### config.mk
export PLATFORM = sky130hd
export DESIGN_NAME = serial_bit_feeder
export DESIGN_NICKNAME = d
export VERILOG_FILES = /design/src/rtl/ser_pkg.sv /design/src/rtl/serial_bit_feeder.sv
export SDC_FILE = /design/constraint.sdc
export NUM_CORES = 1
export LEC_CHECK = 0
export ABC_AREA = 1
export ABC_CLOCK_PERIOD_IN_PS = 1600
export CORE_ASPECT_RATIO = 0.75
export CORE_UTILIZATION = 25
export DETAILED_ROUTE_END_ITERATION = 12
export GPL_TIMING_DRIVEN = 1
export PLACE_DENSITY = 0.54
export SLEW_MARGIN = 20
export SYNTH_ARGS = -nofsm -noshare
export SYNTH_HDL_FRONTEND = slang
export SYNTH_SLANG_ARGS = --single-unit
### constraint.sdc
create_clock -name clock -period 1.6 [get_ports clock]
set_clock_uncertainty 0.1 [all_clocks]
set_input_delay 0.32 -clock clock [delete_from_list [all_inputs] [get_ports clock]]
set_output_delay 0.32 -clock clock [all_outputs]
set_load 0.01 [all_outputs]
### src/rtl/ser_pkg.sv
// Shared types and constants for the serial bit feeder: FSM encoding,
// gap counter width and the default word width.
`timescale 1ns/1ps
package ser_pkg;

    localparam int DEF_WIDTH = 8;
    localparam int GAP_CW    = 4;

    typedef enum logic [1:0] {
        S_IDLE  = 2'b00,
        S_SHIFT = 2'b01,
        S_PAR   = 2'b10,
        S_GAP   = 2'b11
    } ser_state_e;

endpackage

### src/rtl/serial_bit_feeder.sv
// Parallel-to-serial front end of the sequence recognizer: MSB-first bits with
// qualifier and end-of-word marker. Define SER_PARITY_EN to append an even-parity bit.
`timescale 1ns/1ps
module serial_bit_feeder
    import ser_pkg::*;
#(
    parameter int WIDTH = DEF_WIDTH,
    parameter int GAP   = 0
) (
    input  logic             clock,
    input  logic             reset,
    input  logic [WIDTH-1:0] in_data,
    input  logic             in_valid,
    output logic             in_ready,
    output logic             x,
    output logic             x_valid,
    output logic             x_last,
    output logic             busy
);

    localparam int                CW       = $clog2(WIDTH);
    localparam logic [CW-1:0]     CNT_LOAD = CW'(WIDTH - 1);
    localparam bit                HAS_GAP  = (GAP > 0);
    localparam logic [GAP_CW-1:0] GAP_LOAD = HAS_GAP ? GAP_CW'(GAP - 1) : '0;

    ser_state_e        state_q, state_d;
    logic [WIDTH-1:0]  shift_q, shift_d;
    logic [CW-1:0]     cnt_q, cnt_d;
    logic [GAP_CW-1:0] gap_q, gap_d;
    logic              last_bit;
    logic              word_end;
    logic              accept;
`ifdef SER_PARITY_EN
    logic              par_q, par_d;
`endif

    always_ff @(posedge clock) begin
        if (reset) begin
            state_q <= S_IDLE;
            shift_q <= '0;
            cnt_q   <= '0;
            gap_q   <= '0;
`ifdef SER_PARITY_EN
            par_q   <= 1'b0;
`endif
        end else begin
            state_q <= state_d;
            shift_q <= shift_d;
            cnt_q   <= cnt_d;
            gap_q   <= gap_d;
`ifdef SER_PARITY_EN
            par_q   <= par_d;
`endif
        end
    end

    always_comb begin
        state_d  = state_q;
        shift_d  = shift_q;
        cnt_d    = cnt_q;
        gap_d    = gap_q;
        last_bit = (state_q == S_SHIFT) && (cnt_q == '0);
`ifdef SER_PARITY_EN
        par_d    = par_q;
        word_end = (state_q == S_PAR);
        x_valid  = (state_q == S_SHIFT) || (state_q == S_PAR);
        x        = (state_q == S_SHIFT) ? shift_q[WIDTH-1] :
                   (state_q == S_PAR)   ? par_q : 1'b0;
`else
        word_end = last_bit;
        x_valid  = (state_q == S_SHIFT);
        x        = (state_q == S_SHIFT) ? shift_q[WIDTH-1] : 1'b0;
`endif
        x_last   = word_end;
        busy     = (state_q != S_IDLE);
        // With no gap the final bit cycle doubles as the accept slot, so words abut.
        in_ready = (state_q == S_IDLE) || (word_end && !HAS_GAP);
        accept   = in_valid && in_ready;

        case (state_q)
            S_SHIFT: begin
                shift_d = shift_q << 1;
                cnt_d   = cnt_q - CW'(1);
`ifdef SER_PARITY_EN
                if (last_bit) state_d = S_PAR;
`endif
            end
            S_GAP: begin
                if (gap_q == '0) state_d = S_IDLE;
                else             gap_d   = gap_q - GAP_CW'(1);
            end
            default: ;
        endcase

        if (word_end) begin
            if (HAS_GAP) begin
                state_d = S_GAP;
                gap_d   = GAP_LOAD;
            end else begin
                state_d = S_IDLE;
            end
        end

        if (accept) begin
            state_d = S_SHIFT;
            shift_d = in_data;
            cnt_d   = CNT_LOAD;
`ifdef SER_PARITY_EN
            par_d   = ^in_data;
`endif
        end
    end

endmodule

# Word level (Yosys, flattened, before mapping)
# Cells that the tools add are included.
[op_classes] n_addsub=1 mul=0 div=0 n_lt_le_gt_ge=0 eq_ne=0 shifts=0 muxes=7 bitwise_logic=0 reduce_logical=7
[op_table] op="$mux W8" n=2
[op_table] op="$mux W3" n=2
[op_table] op="$logic_not A3 Y1" n=1
[op_table] op="$mux W1" n=3
[op_table] op="$reduce_bool A3 Y1" n=1
[op_table] op="$sub A3 B1 Y3 const B" n=1
[op_table] op="$logic_and A1 B1 Y1" n=2
[op_table] op="$logic_not A2 Y1" n=1
[op_table] op="$reduce_bool A2 Y1" n=1
[op_table] op="$logic_or A1 B1 Y1" n=1
[totals] register_bits=12 latchBits=0 mem_bits_rw=0 mem_bits_ro=0 wordCells=18 n_memories=0

# Depth between registers and ports, before layout
[depth] word_depth=5 ltp_mapped=10 mapped_depth_nobuf=9

# Worst setup path after synthesis
# Ideal clock, no wire load.
[synth_path] path_kind="register to register" startpoint="register cnt_q[0]" endpoint="register shift_q[7]" setup_ns=0.117 t_arrival_ns=1.260 required_ns=1.383 slack_ns=0.123 stages_incl_launch_ff=11 n_path_buf=1 synth_period_minus_slack_ns=1.477 path_cell_list="dfxtp_1 inv_1 ha_1 ha_1 inv_1 nand2_4 buf_6 nand3_1 nand2_1 nor2_1 nor2_1"
[synth_via] elab_chain_cells=5 elab_cells_between_ends=6 classes_between="1 x mux; 5 x reduce/logical"
[synth_lines] element="start, declared" line="serial_bit_feeder.sv:28" rtl="logic [CW-1:0] cnt_q, cnt_d;"
[synth_lines] element="start signal, assigned" line="serial_bit_feeder.sv:49" rtl="cnt_q <= cnt_d;"
[synth_lines] element="$logic_not A3 Y1 *" line="serial_bit_feeder.sv:62" rtl="last_bit = (state_q == S_SHIFT) && (cnt_q == '0);"
[synth_lines] element="$logic_and A1 B1 Y1 *" line="serial_bit_feeder.sv:62"
[synth_lines] element="$logic_or A1 B1 Y1 *" line="serial_bit_feeder.sv:77" rtl="in_ready = (state_q == S_IDLE) || (word_end && !HAS_GAP);"
[synth_lines] element="via in_ready" line="serial_bit_feeder.sv:14" rtl="output logic in_ready,"
[synth_lines] element="$logic_and A1 B1 Y1 *" line="serial_bit_feeder.sv:78" rtl="accept = in_valid && in_ready;"
[synth_lines] element="$mux W8 or $reduce_bool A2 Y1 (tied branches)"
[synth_lines] element="end signal, assigned" line="serial_bit_feeder.sv:48" rtl="shift_q <= shift_d;"
[synth_lines] element="end, declared" line="serial_bit_feeder.sv:27" rtl="logic [WIDTH-1:0] shift_q, shift_d;"
# Mark *: on every way through the listed nets, which the timed path passes. The rest lies on a longest branch.
# A chain may end at the register's enable or synchronous reset.

# Worst setup path in the final report
[layout_path] startpoint="register cnt_q[1]" endpoint="output port in_ready"
[layout_via] elab_chain_cells=3
[layout_lines] element="$logic_not A3 Y1" line="serial_bit_feeder.sv:62"
[layout_lines] element="$logic_and A1 B1 Y1" line="serial_bit_feeder.sv:62"
[layout_lines] element="$logic_or A1 B1 Y1" line="serial_bit_feeder.sv:77"
[layout_lines] element="end, declared" line="serial_bit_feeder.sv:14"
# No other way between the ends.

==> metrics.csv <==
stage,metric,value,unit
outcome,status,"complete, no violations",
setup_path,Crit Path Max Fanout,2,
drt,total wire length,1.49,mm
pwr,Sw Pwr,0.261,mW
global_routing,pin count of the biggest net entering global routing,17,
synth,register area share after synthesis,0.359,
drt,via/cell ratio,4.07,
pwr,internal power,0.550,mW
place,RePlAce Congestion,0.702,
job,max cap viols,0,
timing,relative slew slack,0.849,
layout,share of layout cells above drive strength 1,0.286,
layout,area of the multi-input gates,360,um^2
setup_path,critical path endpoint category,output port,
layout,FF/Latch Area,246,um^2
synth,Yosys reg bits,12,
synth,post-synthesis cell count,96,
drt,vias post-DR,623,
clocking,Clock H-tree levels,1,
synth,post-synthesis cell type count,17,
floorplan,Initial Utilization,0.276,
drt,drt wl/cell,9.71,um
layout,design area,950,um^2
timing,FMAX,0.629,GHz
setup_path,CP Launch Type,flop,
drt,drt drc,0,
global_routing,first-pass GRT wire length,2.36,mm
floorplan,Die ar.,2890,um^2
pwr,Flop pwr share,0.436,
pwr,Pleak,0.435,nW
global_routing,initial antenna violation count,0,
place,DP HPWL,1.06,mm
timing,Setup-failing EPs final,0,
timing,final count of hold timing violations,0,
timing,pins over their slew limit,0,
synth,Synthesis Warnings,0,
floorplan,standard-cell rows,15,
worst_hold_path,hold path start,shift_q[0],
setup_path,Crit. Startpoint,cnt_q[1],
drt,initial DRC count,16,
global_routing,Total GRT Usage,0.118,
synth,Mean Syn Cell Area,6.97,um^2
clocking,clk slew on worst S/H paths,80,ps
pwr,Sw Ratio,0.322,
timing,crit path time final,1590,ps
place,Port Buffer Count,15,
pwr,Comb power frac,0.326,
pwr,Peak supply drop,0.431,mV
timing,pin slew with the least headroom to its limit,226,ps
worst_hold_path,hold path depth,2,
floorplan,die height,46.8,um
clocking,latest clock arrival within the worst-skew pair,270,ps
clocking,clk sink count,12,
setup_path,r2r worst-path depth,10,
timing,RSZ-0062 raised after global routing,true,
floorplan,CORE AREA,2420,um^2
clocking,CTS Buffer Depth,2,
setup_path,crit path kind,flop to output port,
layout,Area Growth Syn to Fin,41.9,%
clocking,CTS tree,yes,
layout,Inserted Diodes,0,
clocking,clk root buf,clkbuf_4,
timing,final setup margin,9.27,ps
synth,Mapped Nets,109,
pwr,Clock Power Share,0.237,
setup_path,Worst R2R Start,cnt_q[1],
place,Placed Area,901,um^2
global_routing,number of global-route vias before repair,521,
worst_hold_path,Hold Crit Class,flop to flop,
drt,ANT nets after route,0,
floorplan,Die Span X,61.8,um
drt,DRT Pass-1 Iters,4,
floorplan,boundary pin count,16,
layout,nets,134,
pwr,pwr/cell area,853,nW/um^2
global_routing,Congestion Overflow GR,0,
place,DP Worst Slack,-169,ps
layout,Fill cells,245,
timing,Final Cycle Share,0.994,
worst_hold_path,Hold EP,shift_q[0],
setup_path,reg2reg setup slack,100,ps
setup_path,Critical Path AT,1170,ps
clocking,cts bufs inserted,3,
synth,Post-Syn Area,669,um^2
setup_path,Worst R2R End,shift_q[0],
setup_path,Critical Path RT,1180,ps
cell usage after synthesis:
master | n | area, um^2
buf_6 | 1 | 11.3
nor2_4 | 1 | 11.3
dfxtp_1 | 12 | 240
nand2_4 | 1 | 11.3
o21ai_0 | 9 | 45.0
nor2_1 | 18 | 67.6
a21oi_1 | 3 | 15.0
buf_2 | 1 | 5.00
xnor2_1 | 1 | 8.76
nand3_1 | 7 | 35.0
a21oi_2 | 7 | 61.3
inv_1 | 15 | 56.3
inv_2 | 1 | 3.75
clkbuf_2 | 1 | 5.00
buf_4 | 2 | 15.0
nand2_1 | 14 | 52.6
ha_1 | 2 | 25.0
area by class of cell:
type | count | share of cell area
clock buffer | 3 | 0.0237
inverter | 16 | 0.0632
multi-input combinational | 63 | 0.379
sequential | 12 | 0.260
tap | 34 | 0.0448
timing repair buffer | 25 | 0.229
placed cells by master, fill, tap and decap left out, drive strengths merged:
cell type and instances:
xnor2 1, dlygate4sd2 3, ha 2, inv 16, clkdlybuf4s50 10, nand2 15
dfxtp 12, buf 12, nand3 7, o21ai 9, clkbuf 3, nor2 19
a21oi 10
registers in the layout, summed over array words and instances, names as in the netlist:
register and flops:
cnt_q 3, shift_q 8, state_q 1
power by group through the flow:
stage	clock network, mW	registers, mW	logic [mW]
floorplan	0	0.357	0.153
global placement	0	0.357	0.244
detailed placement	0	0.358	0.246
CTS	0.197	0.353	0.264
global route	0.211	0.358	0.297
finish	0.192	0.353	0.265
metal layers:
| metal | routed length, um | GRT usage |
|---|---|---|
| met1 | 812 | 0.172 |
| met2 | 618 | 0.161 |
| met3 | 55 | 0.0579 |
| met4 | 0 | 0.0133 |
| met5 | 0 | 0 |
critical path, stage by stage (launching register included):
cell and delay, ps:
dfxtp_2 340, inv_2 40, ha_4 150, ha_4 150, inv_2 60, nand2_4 40
buf_6 110
how the worst max path moves through the flow:
| stage | end | slack (ps) | depth (start not counted) |
|---|---|---|---|
| floorplan | shift_q[7] | 120 | 10 |
| CTS | in_ready | -1 | 6 |
| global route | in_ready | -50 | 6 |
| finish | in_ready | 9 | 6 |
| detailed placement | in_ready | -170 | 6 |
| global placement | in_ready | -150 | 6 |
logic make-up after synthesis:
| logic type | Yosys count | synth area share |
|---|---|---|
| AOI/OAI and AO/OA | 19 | 0.181 |
| xor gates and xnor gates | 1 | 0.0131 |
| adders and majority gates | 2 | 0.0374 |
| buffers and inverters | 21 | 0.144 |
| DFF | 12 | 0.359 |
| and+or+nand+nor | 41 | 0.265 |
stage by stage:
stage                     hold slack (ps)  total power [mW]   util  TNS (ps)  std cells
after floorplan                       289             0.511      -         0         96
after global placement                352             0.601  0.372      -285        150
after detailed placement              360             0.604  0.372      -384        150
after CTS                             372             0.814  0.391     -1.62        153
after global routing                  431             0.866  0.392      -112        153
final                                 371             0.811  0.392         0        153
repair_timing:
action                     4_1_cts  5_1_grt
hold buffers                     0        0
cloned                           0        0
pin swaps                        2        1
buffers inserted                 0        0
resized for setup               23        1
setup endpoints to repair        7        3
Note: power is estimated with default switching activity, not from simulation.
